==> src/rtl/seq_alu_param_if.sv <==
// Request/response bundle between an operation issuer (master) and the
// sequential ALU (slave).
interface seq_alu_param_if #(
  parameter int WIDTH = 4
);
  logic             in_valid;
  logic             in_ready;
  logic [2:0]       op;
  logic             acc_sel;
  logic [WIDTH-1:0] a;
  logic [WIDTH-1:0] b;
  logic             out_valid;
  logic             out_ready;
  logic [WIDTH-1:0] result;
  logic             carry;
  logic             zero;
  logic             div_by_zero;

  modport master (
    output in_valid, op, acc_sel, a, b, out_ready,
    input  in_ready, out_valid, result, carry, zero, div_by_zero
  );

  modport slave (
    input  in_valid, op, acc_sel, a, b, out_ready,
    output in_ready, out_valid, result, carry, zero, div_by_zero
  );
endinterface

==> src/rtl/seq_alu_param.sv <==
// Sequential ALU with valid/ready handshakes, an accumulator that can feed
// back as operand A, and an iterative restoring divider (one bit per cycle).
module seq_alu_param #(
  parameter int               WIDTH    = 4,
  parameter logic [WIDTH-1:0] ACC_INIT = '0
) (
  input  logic          clk,
  input  logic          rst,
  seq_alu_param_if.slave bus
);

  localparam int W2 = 2 * WIDTH;
  localparam int CW = $clog2(WIDTH);

  typedef enum logic [1:0] {
    S_IDLE,
    S_DIV,
    S_HOLD
  } state_e;

  typedef enum logic [2:0] {
    OP_PASS = 3'b000,
    OP_ADD  = 3'b001,
    OP_SUB  = 3'b010,
    OP_DIV  = 3'b011,
    OP_MUL  = 3'b100,
    OP_OR   = 3'b101,
    OP_XOR  = 3'b110,
    OP_AND  = 3'b111
  } op_e;

  state_e           state_q, state_d;
  logic [WIDTH-1:0] result_q, result_d;
  logic             carry_q, carry_d;
  logic             zero_q, zero_d;
  logic             dbz_q, dbz_d;
  logic [WIDTH-1:0] acc_q, acc_d;
  logic [WIDTH-1:0] rem_q, rem_d;
  logic [WIDTH-1:0] quo_q, quo_d;
  logic [WIDTH-1:0] divb_q, divb_d;
  logic [CW-1:0]    cnt_q, cnt_d;

  op_e              op_in;
  logic [WIDTH-1:0] opa;
  logic [WIDTH:0]   sum;
  logic [WIDTH:0]   diff;
  logic [W2-1:0]    prod;
  logic [WIDTH-1:0] alu_res;
  logic             alu_carry;
  logic [WIDTH:0]   rem_sh;
  logic [WIDTH:0]   trial;
  logic             q_bit;

  assign op_in = op_e'(bus.op);
  assign opa   = bus.acc_sel ? acc_q : bus.a;
  assign sum   = {1'b0, opa} + {1'b0, bus.b};
  assign diff  = {1'b0, opa} - {1'b0, bus.b};
  assign prod  = W2'(opa) * W2'(bus.b);

  // Single-cycle operations, evaluated on the operands presented at accept.
  always_comb begin
    // NOTE: every combinationally assigned signal gets a default first so no
    // path through the case leaves it unassigned and infers a latch.
    alu_res   = '0;
    alu_carry = 1'b0;
    unique case (op_in)
      OP_PASS: alu_res = opa;
      OP_ADD:  begin alu_res = sum[WIDTH-1:0];  alu_carry = sum[WIDTH];  end
      OP_SUB:  begin alu_res = diff[WIDTH-1:0]; alu_carry = diff[WIDTH]; end
      OP_DIV:  alu_res = '1;
      OP_MUL:  begin alu_res = prod[WIDTH-1:0]; alu_carry = |prod[W2-1:WIDTH]; end
      OP_OR:   alu_res = opa | bus.b;
      OP_XOR:  alu_res = opa ^ bus.b;
      OP_AND:  alu_res = opa & bus.b;
      default: alu_res = '0;
    endcase
  end

  // One restoring-division step: shift in the next dividend bit, try subtract.
  assign rem_sh = {rem_q, quo_q[WIDTH-1]};
  assign trial  = rem_sh - {1'b0, divb_q};
  assign q_bit  = ~trial[WIDTH];

  always_comb begin
    state_d  = state_q;
    result_d = result_q;
    carry_d  = carry_q;
    zero_d   = zero_q;
    dbz_d    = dbz_q;
    acc_d    = acc_q;
    rem_d    = rem_q;
    quo_d    = quo_q;
    divb_d   = divb_q;
    cnt_d    = cnt_q;

    unique case (state_q)
      S_IDLE: begin
        if (bus.in_valid) begin
          if (op_in == OP_DIV && bus.b != '0) begin
            quo_d   = opa;
            rem_d   = '0;
            divb_d  = bus.b;
            cnt_d   = CW'(WIDTH - 1);
            state_d = S_DIV;
          end else begin
            result_d = alu_res;
            carry_d  = alu_carry;
            zero_d   = (alu_res == '0);
            dbz_d    = (op_in == OP_DIV);
            state_d  = S_HOLD;
          end
        end
      end
      S_DIV: begin
        rem_d = q_bit ? trial[WIDTH-1:0] : rem_sh[WIDTH-1:0];
        quo_d = {quo_q[WIDTH-2:0], q_bit};
        if (cnt_q == '0) begin
          result_d = quo_d;
          carry_d  = 1'b0;
          zero_d   = (quo_d == '0);
          dbz_d    = 1'b0;
          state_d  = S_HOLD;
        end else begin
          cnt_d = cnt_q - CW'(1);
        end
      end
      S_HOLD: begin
        if (bus.out_ready) begin
          acc_d   = result_q;
          state_d = S_IDLE;
        end
      end
      default: state_d = S_IDLE;
    endcase
  end

  // NOTE: sequential state uses non-blocking assignments so every register
  // samples the pre-edge values regardless of statement order.
  always_ff @(posedge clk) begin
    if (rst) begin
      state_q  <= S_IDLE;
      result_q <= '0;
      carry_q  <= 1'b0;
      zero_q   <= 1'b0;
      dbz_q    <= 1'b0;
      acc_q    <= ACC_INIT;
      rem_q    <= '0;
      quo_q    <= '0;
      divb_q   <= '0;
      cnt_q    <= '0;
    end else begin
      state_q  <= state_d;
      result_q <= result_d;
      carry_q  <= carry_d;
      zero_q   <= zero_d;
      dbz_q    <= dbz_d;
      acc_q    <= acc_d;
      rem_q    <= rem_d;
      quo_q    <= quo_d;
      divb_q   <= divb_d;
      cnt_q    <= cnt_d;
    end
  end

  assign bus.in_ready    = (state_q == S_IDLE);
  assign bus.out_valid   = (state_q == S_HOLD);
  assign bus.result      = result_q;
  assign bus.carry       = carry_q;
  assign bus.zero        = zero_q;
  assign bus.div_by_zero = dbz_q;

endmodule

==> src/flat_wrapper.sv <==
// flat-port wrapper written by rule: the top's interface ports become plain ports
module seq_alu_param_flat 
#(
  parameter int               WIDTH    = 4,
  parameter logic [WIDTH-1:0] ACC_INIT = '0
)
  (clk, rst, bus_in_valid, bus_op, bus_acc_sel, bus_a, bus_b, bus_out_ready, bus_in_ready, bus_out_valid, bus_result, bus_carry, bus_zero, bus_div_by_zero);
  seq_alu_param_if #(.WIDTH(WIDTH)) bus_i ();
  input  logic clk;
  input  logic rst;
  input wire logic [$bits(bus_i.in_valid)-1:0] bus_in_valid;
  input wire logic [$bits(bus_i.op)-1:0] bus_op;
  input wire logic [$bits(bus_i.acc_sel)-1:0] bus_acc_sel;
  input wire logic [$bits(bus_i.a)-1:0] bus_a;
  input wire logic [$bits(bus_i.b)-1:0] bus_b;
  input wire logic [$bits(bus_i.out_ready)-1:0] bus_out_ready;
  output wire logic [$bits(bus_i.in_ready)-1:0] bus_in_ready;
  output wire logic [$bits(bus_i.out_valid)-1:0] bus_out_valid;
  output wire logic [$bits(bus_i.result)-1:0] bus_result;
  output wire logic [$bits(bus_i.carry)-1:0] bus_carry;
  output wire logic [$bits(bus_i.zero)-1:0] bus_zero;
  output wire logic [$bits(bus_i.div_by_zero)-1:0] bus_div_by_zero;
  assign bus_i.in_valid = bus_in_valid;
  assign bus_i.op = bus_op;
  assign bus_i.acc_sel = bus_acc_sel;
  assign bus_i.a = bus_a;
  assign bus_i.b = bus_b;
  assign bus_i.out_ready = bus_out_ready;
  assign bus_in_ready = bus_i.in_ready;
  assign bus_out_valid = bus_i.out_valid;
  assign bus_result = bus_i.result;
  assign bus_carry = bus_i.carry;
  assign bus_zero = bus_i.zero;
  assign bus_div_by_zero = bus_i.div_by_zero;
  seq_alu_param #(.WIDTH(WIDTH), .ACC_INIT(ACC_INIT)) u_core (.clk(clk), .rst(rst), .bus(bus_i));
endmodule
==> config.mk <==
export PLATFORM = sky130hd
export DESIGN_NAME = seq_alu_param_flat
export DESIGN_NICKNAME = d
export VERILOG_FILES = /design/src/rtl/seq_alu_param_if.sv /design/src/rtl/seq_alu_param.sv /design/src/flat_wrapper.sv
export SDC_FILE = /design/constraint.sdc
export NUM_CORES = 1
export LEC_CHECK = 0
export CAP_MARGIN = 40
export CORE_MARGIN = 2
export CORE_UTILIZATION = 58
export CTS_BUF_LIST = sky130_fd_sc_hd__clkbuf_2
export DETAILED_ROUTE_END_ITERATION = 8
export PLACE_DENSITY = 0.81
export SLEW_MARGIN = 20
export SYNTH_ARGS = -nofsm -noshare
export SYNTH_HDL_FRONTEND = slang
export SYNTH_SLANG_ARGS = --single-unit
export TNS_END_PERCENT = 50
==> constraint.sdc <==
create_clock -name clk -period 6.85 [get_ports clk]
set_input_delay 1.0275 -clock clk [delete_from_list [all_inputs] [get_ports clk]]
set_output_delay 1.0275 -clock clk [all_outputs]
set_load 0.05 [all_outputs]
==> impl_results.md, run 1 <==
* Global-route wire length before repair at 9211 µm
* Critical path type: in2reg
* Vias in the first global route at 1,956
* Synth Instances at 297
* Arrival time worst endpoint at 4980 ps
* Post-CTS Setup Bufs at 0
* Pin count of the biggest net entering global routing at 28
* Initial core utilization at 60.31%
* Gr usage total at 26.13%
* Via count at 2,176
* Ratio of cells with drive above 1 in the final layout at 5.414%
* Reg-to-reg slack, setup at 3220 ps
* Hold bufs inserted after CTS at 0
* Hpwl dp at 4428 µm
* Fill cells at 364
* Total congestion overflow at 0
* CTS clock-pin slew for the worst setup and hold paths at 240 ps
* Pre-antenna DRT Iters at 5
* Mapped Nets at 349
* Required @ worst endpoint at 7150 ps
* Number of I/O port buffers at 24
* Final period util at 68.24%
* Routed Wire Length at 5564 µm
* Routability cong. at 0.9345
* Yosys warnings at 0
* CTS tree: built
* # nets final at 367
* Status: complete, no violations
* Clock sinks at 27
* Dpl cells at 360
* Fin cells at 364
* Post-route cell area at 2676 µm²
* GRT met3 Usage at 3.896%
* Final Slew Violations at 0
* Floorplan core area at 4000 µm²
* Grt met2 use at 44.59%
* DR iter-0 viols at 250
* Leak at 1.157 nW
* Final Hold Viols at 0
* Die Ht at 68.49 µm
* Worst slew margin at 52.90%
* Clk_skew at 12.52 ps
* RSZ-0062 raised after global routing: false
* Htree depth at 1
* Die area at 4691 µm²
* Post-synth EDFFs at 0
* Die X at 68.49 µm
* Antenna diodes at 0
* Area Overhead vs Synth at 10.94%
* Drt drc at 0
* # IOs at 25
* Placed Area at 2656 µm²
* Clk buf depth at 2
* Seq cells post-synth at 27
* Async SR Flop Fraction at 0%
* ANT nets after route at 0
* Hold WC Path Type: reg2reg
* DR vias/cell at 5.978
* Crit path max fanout at 7
* Cell variety after synth at 53
* Wirelength per Cell at 15.29 µm
* # resized after CTS at 0
* Most used DFF post-synth: dfxtp_1
* Met1 Use GR at 34.35%
* Min Tclk post-route at 4675 ps
* Maximum vdd drop at 88.82 µV
* Final setup viols at 0
* Post-Syn Area at 2412 µm²
* Core Rows at 23
* Setup TNS after final layout at 0 ps
* CTS Root Cell: clkbuf_2
* Syn_area_per_cell at 8.122 µm²
* Top Usage Layer GRT: met2
* TritonCTS Buffers at 3
* Post-synthesis sequential area ratio at 22.41%
* Max Cap Viol at 0
* Worst Tran Pin Value at 704.3 ps
* Clock Latency Late Sink at 380 ps
* Startpoint types: input pin
* Fmax at 0.2139 GHz
* PD cells at 136.8 nW/µm²
* Initial antenna violation count at 0
* Critical path endpoint category: flop
## kinds of logic after synthesis
kind of cell / after synthesis / share of synthesized area [%]
flops: 27 / 22.41
buf+inv: 44 / 7.728
compound gates: 72 / 20.49
xor+xnor: 6 / 2.178
mux: 14 / 6.950
simple gates: 98 / 19.40
fa+ha+maj: 36 / 20.85
## where the power goes
part	switching, mW	leakage, nW	total [mW]	internal, mW
Clock	0.0473	0.0166	0.0627	0.0154
Sequential	0.00482	0.219	0.168	0.163
Combinational	0.0810	0.921	0.135	0.0542
## final timing paths
| kind | endpoint | start | depth (start not counted) |
|---|---|---|---|
| hold / removal | u_core.acc_q[3] | u_core.acc_q[3] | 2 |
| hold reg to reg | u_core.acc_q[3] | u_core.acc_q[3] | 2 |
| setup reg to reg | u_core.bus.result[3] | u_core.acc_q[0] | 13 |
| setup / recovery | u_core.bus.result[3] | bus_acc_sel | 14 |
## final cells by class
type                            count  area (µm²)  area share [%]
Sequential cell                    27       540.5           20.20
Inverter                           32       120.1           4.488
Multi-Input combinational cell    226        1685           62.97
Tap cell                           50       62.56           2.338
Clock buffer                        4       20.02          0.7480
Timing Repair Buffer               25       247.7           9.257
## critical path, stage by stage
cell and delay, ps:
clkdlybuf4s50_1 680, mux2i_1 580, inv_1 140, nand2_1 130, fa_1 420, fa_1 540
inv_1 60, fa_1 480, nor2_1 100, a21oi_1 60, o311ai_0 300, a221oi_1 110
o31ai_1 250, a21oi_1 90
## synth_stat cells (all sizes together) (2+ instances only)
cell type | instances | area, µm²
o311ai | 2 | 17.52
o21ai | 2 | 10.01
a211oi | 3 | 22.52
nor4 | 2 | 12.51
nand3 | 6 | 30.03
xnor2 | 5 | 43.79
dfxtp | 27 | 540.5
a22o | 5 | 43.79
o211ai | 5 | 37.54
nor2 | 34 | 130.1
a21oi | 28 | 143.9
ha | 29 | 362.9
o2bb2ai | 2 | 17.52
nand2 | 30 | 112.6
a21o | 4 | 30.03
buf | 7 | 47.54
mux2 | 2 | 22.52
nor3 | 13 | 86.34
a31oi | 4 | 25.02
fa | 7 | 140.1
and2b | 2 | 15.01
mux2i | 12 | 145.1
clkbuf | 5 | 18.77
nand4b | 2 | 17.52
o21bai | 2 | 15.01
nand2b | 5 | 31.28
a22oi | 2 | 20.02
inv | 32 | 120.1
o32ai | 3 | 26.28
## per-layer routing
metal	wire, µm	vias to the layer above
met2	2750	61
li1	-	1080
met4	67	0
met5	0	-
met3	322	7
met1	2424	1028
## cell usage in the layout (no fill, tap or decap), types with 3 or more instances in the layout
cell             count
a211oi_1             3
a21o_1               4
a21oi_1             27
a22o_1               5
a31oi_1              4
clkbuf_2             4
clkdlybuf4s50_1     24
dfxtp_1             27
fa_1                 7
ha_1                29
inv_1               31
mux2i_1             10
nand2_1             30
nand2b_1             5
nand3_1              6
nor2_1              33
nor3_1              10
o211ai_1             5
o32ai_1              3
xnor2_1              5
## flip-flops by register name, summed over array words and instances (netlist names)
name and cells:
u_core.acc_q 4, u_core.quo_q 4, u_core.bus.div_by_zero 1, u_core.bus.carry 1, u_core.cnt_q 2, u_core.rem_q 4
u_core.state_q 2, u_core.bus.result 4, u_core.divb_q 4, u_core.bus.zero 1
## through the flow
| step | hold slack [ps] | util, % | total power [mW] | worst slack, ps |
|---|---|---|---|---|
| 3_5_place_dp | 463.6 | 66.41 | 0.3056 | 1756 |
| 3_3_place_gp | 461.4 | 66.41 | 0.3029 | 1868 |
| 2_1_floorplan | 436.0 | - | 0.2668 | 2739 |
| 5_1_grt | 515.8 | 66.91 | 0.3898 | 1822 |
| 6_report | 489.8 | 66.91 | 0.3661 | 2175 |
| 4_1_cts | 492.5 | 66.91 | 0.3679 | 2194 |
(Power assumes the default switching activity.)
==> inputs of run 2 (changes only) <==
- CORE_UTILIZATION: 58 -> 53
- PLACE_DENSITY: 0.81 -> 0.78
- clock period: 6.85 -> 3.99 ns (I/O delays scaled with it)
==> impl_results.md, run 2 (synthesis results as in run 1) <==
* Status: complete, no violations
* Crit path max fanout at 4
* Hold WC Path Type: reg2reg
* # IOs at 25
* Hold EP: u_core.acc_q[3]
* Wirelength per Cell at 15.87 µm
* DR vias/cell at 5.861
* Required @ worst endpoint at 4270 ps
* Critical path type: in2reg
* Final setup viols at 0
* # nets final at 381
* Htree depth at 1
* Final Slew Violations at 0
* Critical R2R Launch: u_core.acc_q[0]
* Startpoint types: input pin
* Area Overhead vs Synth at 15.40%
* Fmax at 0.2669 GHz
* # resized after CTS at 0
* ANT nets after route at 0
* Min Tclk post-route at 3747 ps
* Reg-to-reg slack, setup at 750 ps
* Ratio of cells with drive above 1 in the final layout at 9.451%
* Routability cong. at 1.009
* Vias in the first global route at 2,154
* Worst slew margin at 45.01%
* Pre-antenna DRT Iters at 4
* Pin count of the biggest net entering global routing at 20
* Hold bufs inserted after CTS at 0
* Clk buf depth at 2
* Critical path endpoint category: flop
* Max Cap Viol at 0
* TritonCTS Buffers at 3
* Hold-critical path depth at 2
* Hpwl dp at 4764 µm
* Tot Pwr at 0.6427 mW
* Die X at 71.47 µm
* Hold Path Origin: u_core.acc_q[3]
* Die Ht at 71.47 µm
* CTS tree: built
* Initial antenna violation count at 0
* Final period util at 93.91%
* Total congestion overflow at 0
* Leak at 1.224 nW
* Initial core utilization at 55.02%
* Via count at 2,227
* Fin Hold WS at 485.4 ps
* Highest-count cells in the layout ignoring fill and taps: nor2_1, inv_1, nand2_1
* Final Hold Viols at 0
* DR iter-0 viols at 202
* Floorplan core area at 4384 µm²
* Gr usage total at 25.24%
* CTS clock-pin slew for the worst setup and hold paths at 240 ps
* Antenna diodes at 0
* Leading cell type in the layout, fill and taps excluded: nor2_1
* Clk_skew at 8.953 ps
* Clock sinks at 27
* Core Rows at 24
* Worst r2r dst: u_core.bus.zero
* Global-route wire length before repair at 10,260 µm
* Worst Tran Pin Value at 819.0 ps
* Die area at 5107 µm²
* RSZ-0062 raised after global routing: false
* Clock Latency Late Sink at 350 ps
* Drt drc at 0
* CTS Root Cell: clkbuf_2
* R2R depth at 13
* Routed Wire Length at 6032 µm
* PD cells at 230.9 nW/µm²
* Maximum vdd drop at 260.8 µV
* Arrival time worst endpoint at 4030 ps
* Post-CTS Setup Bufs at 0
* Setup TNS after final layout at 0 ps
* Number of I/O port buffers at 24
==> run 2: critical path: stages <==
cell,delay [ps]
clkdlybuf4s50_1,450
buf_4,160
mux2i_1,250
inv_1,80
nand2_1,100
fa_1,430
fa_1,540
inv_1,60
fa_1,540
nor2_1,40
a21oi_1,130
o311ai_1,100
a221oi_1,310
nor4_1,80
o2bb2ai_1,140
==> run 2: final cells by class <==
cell class / instances / area, µm²
fillers: 398 / 1600
repair buffers: 39 / 352.8
well taps: 52 / 65.06
multi-input cells: 226 / 1685
clock buffers: 4 / 20.02
inverters: 32 / 120.1
flip-flops and latches: 27 / 540.5
==> run 2: power by group <==
group          switching (mW)  internal [mW]  leakage [nW]
clock network          0.0776         0.0265        0.0166
logic                   0.146          0.104         0.989
registers             0.00842          0.280         0.219
total                   0.232          0.411          1.22
==> run 2: worst max path at each step <==
| stage | start | endpoint | slack (ps) |
|---|---|---|---|
| 6_report | bus_acc_sel | u_core.bus.zero | 240 |
| 5_1_grt | bus_acc_sel | u_core.bus.zero | 70 |
| 4_1_cts | bus_acc_sel | u_core.bus.zero | 210 |
| 3_5_place_dp | bus_acc_sel | u_core.bus.zero | -190 |
| 3_3_place_gp | bus_acc_sel | u_core.bus.zero | -130 |
| 2_1_floorplan | bus_acc_sel | u_core.bus.result[3] | 310 |
==> run 2: metal layers <==
| metal | track usage (%) | part of all wire, % | up-vias |
|---|---|---|---|
| met1 | 33.77 | 44 | 1048 |
| met3 | 3.797 | 5.7 | 10 |
| met2 | 44.03 | 49 | 71 |
| met5 | 0 | 0 | - |
| li1 | - | - | 1098 |
| met4 | 3.774 | 1.1 | 0 |
==> run 2: stage by stage <==
step / utilization [%] / instances / setup slack, ps / cell area, µm²
floorplan: - / 297 / 307.6 / 2412
detailed placement: 63.04 / 376 / -185.9 / 2764
global placement: 63.04 / 376 / -128.7 / 2764
finish: 63.50 / 380 / 243.1 / 2784
global route: 63.50 / 380 / 66.08 / 2784
CTS: 63.50 / 380 / 205.2 / 2784
